$ cat config.mk
export PLATFORM = sky130hd
export DESIGN_NAME = api_master
export DESIGN_NICKNAME = d
export VERILOG_FILES = /design/src/rtl/api_master.sv
export SDC_FILE = /design/constraint.sdc
export NUM_CORES = 1
export LEC_CHECK = 0
export ABC_AREA = 1
export CAP_MARGIN = 0
export CORE_MARGIN = 8
export CORE_UTILIZATION = 35
export DETAILED_ROUTE_END_ITERATION = 10
export HOLD_SLACK_MARGIN = 0.12
export PLACE_DENSITY = 0.67
export SYNTH_ARGS = -nofsm -noshare
export SYNTH_HDL_FRONTEND = slang
export SYNTH_SLANG_ARGS = --single-unit
$ cat constraint.sdc
create_clock -name clk -period 2 [get_ports clk]
set_input_delay 0.4 -clock clk [delete_from_list [all_inputs] [get_ports clk]]
set_output_delay 0.4 -clock clk [all_outputs]
set_load 0.02 [all_outputs]
$ cat src/rtl/api_master.sv
// api_master: issues single read/write transactions to a command/status slave.
//
// Ports
//   clk, reset                  clock, synchronous active-high reset
//   req_valid, req_ready        client request handshake (ready only in IDLE)
//   req_we, req_address,        request fields: 1 = write, 0 = read,
//   req_write_data              target address, write payload
//   resp_valid                  one-cycle completion pulse
//   resp_read_data, resp_error, response fields, held until the next resp_valid
//   resp_timeout
//   command, address,           to slave: 0 IDLE, 1 READ, 3 WRITE
//   write_data
//   status, read_data           from slave: 0 BUSY, 1 READY, 3 ERROR (2 = BUSY)
//   dbg_state_o                 current FSM state, for observation only
//
// Handshake: a request is accepted on a rising edge where req_valid is high
// and the FSM is in IDLE (req_ready high); req_valid in any other state is
// ignored. The slave is driven with a level command that is held until the
// slave reports completion, then dropped; the slave must then report READY
// before the response pulse is issued.
module api_master #(
    parameter logic [15:0] TIMEOUT_CYCLES = 16'd1000
) (
    input  logic        clk,
    input  logic        reset,
    input  logic        req_valid,
    output logic        req_ready,
    input  logic        req_we,
    input  logic [31:0] req_address,
    input  logic [31:0] req_write_data,
    output logic        resp_valid,
    output logic [31:0] resp_read_data,
    output logic        resp_error,
    output logic        resp_timeout,
    output logic [1:0]  command,
    input  logic [1:0]  status,
    output logic [31:0] address,
    output logic [31:0] write_data,
    input  logic [31:0] read_data,
    output logic [2:0]  dbg_state_o
);

    typedef enum logic [2:0] {
        S_IDLE    = 3'd0,
        S_REQ     = 3'd1,
        S_WAIT    = 3'd2,
        S_RELEASE = 3'd3,
        S_RESP    = 3'd4
    } state_t;

    localparam logic [1:0] ST_READY = 2'd1;
    localparam logic [1:0] ST_ERROR = 2'd3;
    localparam logic [1:0] CMD_IDLE  = 2'd0;
    localparam logic [1:0] CMD_READ  = 2'd1;
    localparam logic [1:0] CMD_WRITE = 2'd3;

    state_t      state_q;
    logic [15:0] cnt_q;
    logic [15:0] cnt_d;
    logic        timeout_hit;
    logic        we_q;
    logic        err_q;
    logic        to_q;
    logic [31:0] rdata_q;

    logic        req_ready_q;
    logic        resp_valid_q;
    logic [31:0] resp_read_data_q;
    logic        resp_error_q;
    logic        resp_timeout_q;
    logic [1:0]  command_q;
    logic [31:0] address_q;
    logic [31:0] write_data_q;

    // The cycle in which the counter would reach TIMEOUT_CYCLES is the last
    // cycle spent in the waiting state.
    assign cnt_d       = cnt_q + 16'd1;
    assign timeout_hit = (cnt_d == TIMEOUT_CYCLES);

    always_ff @(posedge clk) begin
        if (reset) begin
            state_q          <= S_IDLE;
            cnt_q            <= 16'd0;
            we_q             <= 1'b0;
            err_q            <= 1'b0;
            to_q             <= 1'b0;
            rdata_q          <= 32'd0;
            req_ready_q      <= 1'b1;
            resp_valid_q     <= 1'b0;
            resp_read_data_q <= 32'd0;
            resp_error_q     <= 1'b0;
            resp_timeout_q   <= 1'b0;
            command_q        <= CMD_IDLE;
            address_q        <= 32'd0;
            write_data_q     <= 32'd0;
        end else begin
            resp_valid_q <= 1'b0;
            case (state_q)
                S_IDLE: begin
                    if (req_valid) begin
                        address_q    <= req_address;
                        write_data_q <= req_write_data;
                        we_q         <= req_we;
                        command_q    <= req_we ? CMD_WRITE : CMD_READ;
                        req_ready_q  <= 1'b0;
                        err_q        <= 1'b0;
                        to_q         <= 1'b0;
                        rdata_q      <= 32'd0;
                        cnt_q        <= 16'd0;
                        state_q      <= S_REQ;
                    end
                end
                S_REQ: begin
                    // Only an explicit BUSY (0) acknowledges the command here.
                    if (status == 2'd0) begin
                        cnt_q   <= 16'd0;
                        state_q <= S_WAIT;
                    end else if (timeout_hit) begin
                        to_q      <= 1'b1;
                        command_q <= CMD_IDLE;
                        cnt_q     <= 16'd0;
                        state_q   <= S_RELEASE;
                    end else begin
                        cnt_q <= cnt_d;
                    end
                end
                S_WAIT: begin
                    // Status 2 is not a completion code and keeps us waiting.
                    if (status == ST_READY || status == ST_ERROR) begin
                        rdata_q   <= we_q ? 32'd0 : read_data;
                        err_q     <= (status == ST_ERROR);
                        command_q <= CMD_IDLE;
                        cnt_q     <= 16'd0;
                        state_q   <= S_RELEASE;
                    end else if (timeout_hit) begin
                        to_q      <= 1'b1;
                        command_q <= CMD_IDLE;
                        cnt_q     <= 16'd0;
                        state_q   <= S_RELEASE;
                    end else begin
                        cnt_q <= cnt_d;
                    end
                end
                S_RELEASE: begin
                    if (status == ST_READY || timeout_hit) begin
                        // Any timeout, earlier or now, forces read data to 0.
                        resp_valid_q     <= 1'b1;
                        resp_error_q     <= err_q;
                        resp_timeout_q   <= to_q | (status != ST_READY);
                        resp_read_data_q <= (to_q | (status != ST_READY)) ? 32'd0 : rdata_q;
                        cnt_q            <= 16'd0;
                        state_q          <= S_RESP;
                    end else begin
                        cnt_q <= cnt_d;
                    end
                end
                S_RESP: begin
                    req_ready_q <= 1'b1;
                    cnt_q       <= 16'd0;
                    state_q     <= S_IDLE;
                end
                default: begin
                    req_ready_q <= 1'b1;
                    command_q   <= CMD_IDLE;
                    cnt_q       <= 16'd0;
                    state_q     <= S_IDLE;
                end
            endcase
        end
    end

    assign req_ready      = req_ready_q;
    assign resp_valid     = resp_valid_q;
    assign resp_read_data = resp_read_data_q;
    assign resp_error     = resp_error_q;
    assign resp_timeout   = resp_timeout_q;
    assign command        = command_q;
    assign address        = address_q;
    assign write_data     = write_data_q;
    assign dbg_state_o    = state_q;

endmodule

==> out/metrics.yaml, run 1 <==
status: "finished with violations"
violations: "negative setup slack"
fin_tns_setup_ns: -0.04618
ant_nets: 0
coreArea_sq_mm: 0.01790
grt_use_met3_pct: 10.49
busiest_layer: "met2"
power.leakage_nw: 3.922
ys_seq_area_share_pct: 49.17
synth_top_cell_area_share_pct: 49.17
clock_path_buffers: 2
synthArstFlopShare_pct: 0
slew_headroom_pct: 66.80
crit_fanout: 8
viasPerCell: 4.848
dp_cells: 1311
grt_max_degree: 73
clkTransAtPathRegs_ns: 0.07
dp_hpwl_um: 14710
cts_tree: "yes"
synthFlopType: "dfxtp_1"
yosysWarnings: 0
antennaDiodeCount: 0
ioPinCount: 207
cap_violations: 0
drive_above_1_share_pct: 16.93
synth_area_leaders: "dfxtp_1 49%, nor2_1 10%, nand2_1 8.7%"
synth_edf_count: 0
min_period_over_period_pct: 100.6
cp-start-kind: "flip-flop"
clock.fmax_mhz: 497.0
yosysMostFrequentCell: "nor2_1"
finalNonFillerCells: 1351
hold_path_class: "input pin to flip-flop"
drtIter0Drc: 339
synth_top_area_cell: "dfxtp_1"
reg2reg_depth: 13
globalRouteOverflowTotal: 0
grt_pass1_vias: 6440
synth_cell_types: 31
pre_cts_slack_ns: -0.08730
synthCells: 866
worst-setup-path-type: "flip-flop to flip-flop"
reg2reg_to: "resp_read_data[4]"
initial_core_util_pct: 35.48
ys_ff_latch: 156
holdWs_ns: 0.4643
fp.dieW_um: 150.7
clk_latency_ns: 0.43
tightest_slew_ns: 0.4980
setup_slack_ns: -0.01222
r2r_start: "cnt_q[1]"
gp_congestion: 0.9062
rows: 49
critPathCaptureType: "flip-flop"
antenna_found_initial: 0
cts_max_level: 4
wirelength_um: 21270
wl_per_cell_um: 15.74
powerDensity_mw_per_mm2: 999.9
nets: 1212
area_growth_pct: 56.42
vias: 6550
clock_sink_count: 156
first_pass_iters: 5
die-height_um: 150.7
portBuffers: 206
fin_worst_skew_ns: 0.01592
irDropWorstVdd_uv: 625.1
ctsRootBufferMaster: "clkbuf_16"
dieArea_sq_mm: 0.02271
finalHoldViolations: 0
worstPathArrival_ns: 2.31
setup_violations: 9
fin_crit_ns: 2.012
drc: 0
grt_pass1_wl_um: 33530
endpoint: "resp_read_data[4]"
slew_violations: 0
cts_made_buffers: 17
met1_usage_pct: 20.74
rsz0062_at_grt: "yes"
required_ns: 2.30
grt_use_total_pct: 18.61
ys_top_cells_by_count: "176 x nor2_1, 156 x dfxtp_1, 148 x nand2_1"
avgSynthCellArea_sq_um: 7.334
power_mw: 9.934
r2r_setup_slack_ns: -0.01
met2_usage_pct: 30.27
critPathLaunch: "cnt_q[1]"
synth_area_sq_mm: 0.006351
syn-num-nets: 969
[state kept, by name (all words and copies together), names as in the netlist]
signal / count
address: 32
cnt_q: 16
command: 2
dbg_state_o: 3
err_q: 1
rdata_q: 32
req_ready: 1
resp_error: 1
resp_read_data: 32
resp_timeout: 1
resp_valid: 1
to_q: 1
we_q: 1
write_data: 32
[kinds of logic after synthesis]
group | Yosys count | share of synthesized area (%)
flops | 156 | 49.17
fa+ha+maj | 1 | 0.1970
compound gates | 178 | 14.81
buf+inv | 95 | 6.403
simple gates | 435 | 29.27
xor+xnor | 1 | 0.1379
[worst min-delay path by stage]
stage	startpoint	to	slack, ns	cells past startpoint
2_1_floorplan	we_q	we_q	0.44	2
3_3_place_gp	resp_read_data[2]	resp_read_data[2]	0.45	2
3_5_place_dp	rdata_q[5]	rdata_q[5]	0.46	2
4_1_cts	reset	resp_read_data[10]	0.47	3
5_1_grt	rdata_q[10]	rdata_q[10]	0.48	2
6_report	reset	resp_read_data[19]	0.46	3
[power by group]
group / switching (mW) / internal, mW
Clock: 1.45 / 1.80
Sequential: 0.216 / 3.53
Combinational: 1.72 / 1.23
Total: 3.38 / 6.56
[cells in the final DEF (no fill, tap or decap), types with 8 or more instances in the layout]
cell / Yosys / final
dfxtp_1: 156 / 145
clkbuf_16: 0 / 17
o21ai_0: 87 / 86
nand2_2: 14 / 23
dfxtp_2: 0 / 8
nor2_2: 7 / 14
buf_4: 0 / 55
nor2_4: 1 / 8
a21oi_2: 8 / 8
inv_1: 43 / 40
a21oi_1: 78 / 78
nor2_1: 176 / 162
nand2_1: 148 / 135
nand3_1: 71 / 69
clkdlybuf4s50_1: 0 / 204
[stage by stage]
stage          area, sq um  util [%]
2_1_floorplan         6354         -
3_3_place_gp          9005     50.30
3_5_place_dp          9005     50.30
4_1_cts               9809     54.79
5_1_grt               9935     55.49
6_report              9935     55.49
[routing by layer]
metal / part of all wire (%) / vias to the layer above
met5: 0 / -
met4: 1.2 / 0
met2: 46 / 227
li1: - / 3303
met3: 13 / 19
met1: 40 / 3001
[critical path: stages (launching register included)]
cell	delay [ns]
dfxtp_2	0.34
ha_4	0.17
nand3_4	0.12
buf_4	0.12
nand2_1	0.06
nand2_2	0.10
nand3_2	0.07
nor3_2	0.25
nand3_4	0.14
nand2_4	0.12
nand2_8	0.11
buf_12	0.18
nand2_1	0.06
a21oi_1	0.06
[cell type report]
cell class	instances	area, sq um
Clock inverter	14	153.9
Inverter	44	168.9
Timing Repair Buffer	274	2704
Sequential cell	156	3144
Tap cell	229	286.5
Clock buffer	18	439.2
Multi-Input combinational cell	616	3038
Fill cell	1622	7968
[timing repair]
| action | in CTS | in global routing |
|---|---|---|
| buffers inserted | 4 | 1 |
| setup endpoints to repair | 53 | 125 |
| cloned | 2 | 1 |
| hold endpoints to repair | 0 | 0 |
| pin swaps | 11 | 14 |
| hold buffers | 0 | 0 |
| resized for setup | 37 | 33 |
Power figures use the tool's default switching activity.
==> run 2, diff against run 1 <==
--- a/config.mk
+++ b/config.mk
@@ -12,6 +12,7 @@
 export DETAILED_ROUTE_END_ITERATION = 10
 export HOLD_SLACK_MARGIN = 0.12
 export PLACE_DENSITY = 0.67
+export REMOVE_ABC_BUFFERS = 1
 export SYNTH_ARGS = -nofsm -noshare
 export SYNTH_HDL_FRONTEND = slang
 export SYNTH_SLANG_ARGS = --single-unit
==> out/metrics.yaml, run 2 (same netlist as run 1, synthesis figures left out) <==
dieArea_sq_mm: 0.02271
power.switching_mw: 3.315
power.leakage_nw: 3.916
wl_per_cell_um: 15.99
portBuffers: 206
antenna_found_initial: 0
ctsRootBufferMaster: "clkbuf_16"
gp_congestion: 0.8484
cts_made_buffers: 17
setup_slack_ns: -0.03083
layout_common_cells: "205 x clkdlybuf4s50_1, 163 x nor2_1, 143 x dfxtp_1"
fp.dieW_um: 150.7
fin_crit_ns: 2.031
grt_pass1_vias: 6306
ant_nets: 0
drive_above_1_share_pct: 18.94
coreArea_sq_mm: 0.01790
design_area_sq_mm: 0.01007
reg2reg_depth: 13
hold_path_class: "flip-flop to flip-flop"
rows: 49
cpMostUsedCell: "nor2_2"
clock_sink_count: 156
status: "finished with violations"
min_period_over_period_pct: 101.5
viasPerCell: 4.823
ioPinCount: 207
tightest_slew_ns: 0.3945
slew_headroom_pct: 73.70
drtIter0Drc: 355
finalHoldViolations: 0
internal_power_mw: 6.619
worst-setup-path-type: "flip-flop to flip-flop"
dpl-instance-area_sq_mm: 0.008945
cp_num_buf_inv: 3
area_growth_pct: 58.51
r2r_start: "cnt_q[1]"
grt_pass1_wl_um: 32460
comb_power_share_pct: 30.3
clkTransAtPathRegs_ns: 0.06
cp_slowest_cell: "dfxtp_2"
clock.fmax_mhz: 492.4
critPathLaunch: "cnt_q[1]"
cts_max_level: 4
fin_util_pct: 56.23
wirelength_um: 21390
cts_hold_buf: 0
reg2reg_to: "cnt_q[0]"
final_common_cell: "clkdlybuf4s50_1"
cp_num_cells: 13
drc: 0
first_pass_iters: 7
critPathMaxStageDelay_ns: 0.37
setup_violations: 20
globalRouteOverflowTotal: 0
critPathCaptureType: "flip-flop"
endpoint: "cnt_q[0]"
die-height_um: 150.7
clk_latency_ns: 0.42
violations: "negative setup slack"
crit_fanout: 8
cap_violations: 0
power_mw: 9.934
irDropWorstVdd_uv: 637.6
grt_max_degree: 73
cts_tree: "yes"
cp-start-kind: "flip-flop"
switching_share_pct: 33.37
vias: 6453
initial_core_util_pct: 35.48
cp_top_family: "simple AND/OR/NAND/NOR gates"
required_ns: 2.31
pwr-share-clk_pct: 32.1
antennaDiodeCount: 0
powerDensity_mw_per_mm2: 986.7
grt_use_total_pct: 17.88
r2r_setup_slack_ns: -0.03
rsz0062_at_grt: "yes"
nets: 1200
clock_path_buffers: 2
dp_hpwl_um: 14140
pwr-share-seq_pct: 37.6
worstPathArrival_ns: 2.34
fin_worst_skew_ns: 0.01072
slew_violations: 0
path_cells: "buf_6, nand3_2, xor2_2, buf_4, nand3_1, nor2_2, nand2_1, nor2_2, nand2_2, nand2_4, nand2_8, o21ai_2, inv_1"
## run 2: changes by cell type in the layout (fill, tap and decap cells not counted), moves of 3 or more
cell / previous run / this run
nand2_1: 135 / 109
buf_4: 55 / 36
nand2_4: 5 / 18
nand2_2: 23 / 35
buf_12: 6 / 11
nand3_2: 2 / 7
nand3_1: 69 / 65
clkinv_2: 3 / 0
## run 2: stage by stage
step	worst slack [ns]	setup TNS [ns]	hold WS [ns]	cells
2_1_floorplan	-2.342	-220.26	0.4353	815
3_3_place_gp	-0.01034	-0.08654	0.4462	1295
3_5_place_dp	-0.04976	-1.003	0.4509	1295
4_1_cts	0.003026	0	0.4630	1328
5_1_grt	-0.1450	-5.489	0.4728	1338
6_report	-0.03083	-0.1538	0.4615	1338
## run 2: cell type report
type	instances	area, sq um
timing repair buffer	262	2676
fill	1605	7835
clock inverter	12	128.9
tap	229	286.5
multi-input combinational	616	3206
sequential	156	3147
clock buffer	19	452.9
inverter	44	170.2
## run 2: timing repair
| action | 4_1_cts | 5_1_grt |
|---|---|---|
| gates cloned | 0 | 3 |
| setup endpoints to repair | 41 | 62 |
| gates resized for setup | 8 | 112 |
| pin swaps | 4 | 22 |
| buffers inserted | 2 | 7 |
## run 2: worst min path at each step
| stage | to | slack, ns | from | cells after the start |
|---|---|---|---|---|
| floorplan | we_q | 0.44 | we_q | 2 |
| global placement | req_ready | 0.45 | req_ready | 2 |
| detailed placement | req_ready | 0.45 | req_ready | 2 |
| CTS | resp_read_data[22] | 0.46 | resp_read_data[22] | 2 |
| global route | resp_read_data[10] | 0.47 | resp_read_data[10] | 2 |
| finish | resp_read_data[8] | 0.46 | resp_read_data[8] | 2 |
## run 2: layer usage
| metal | vias to the layer above | part of all wire (%) | GRT usage, % | wire [um] |
|---|---|---|---|---|
| met5 | - | 0 | 0 | 0 |
| met4 | 0 | 1.2 | 4.750 | 254 |
| met3 | 15 | 12 | 10.52 | 2547 |
| met2 | 202 | 47 | 28.54 | 9995 |
| met1 | 2953 | 40 | 19.95 | 8593 |
| li1 | 3283 | - | - | - |
## run 2: power by group through the flow
stage / clock, mW / sequential [mW] / combinational (mW)
floorplan: 0 / 4.17 / 0.992
global placement: 0 / 3.78 / 2.93
detailed placement: 0 / 3.78 / 2.91
CTS: 3.27 / 3.73 / 2.94
global route: 3.40 / 3.79 / 3.30
finish: 3.19 / 3.74 / 3.01
## run 2: tightest hold or removal path: stages, from the launching register on
cell	delay (ns)
dfxtp_1	0.31
nand2_1	0.06
a21oi_1	0.05
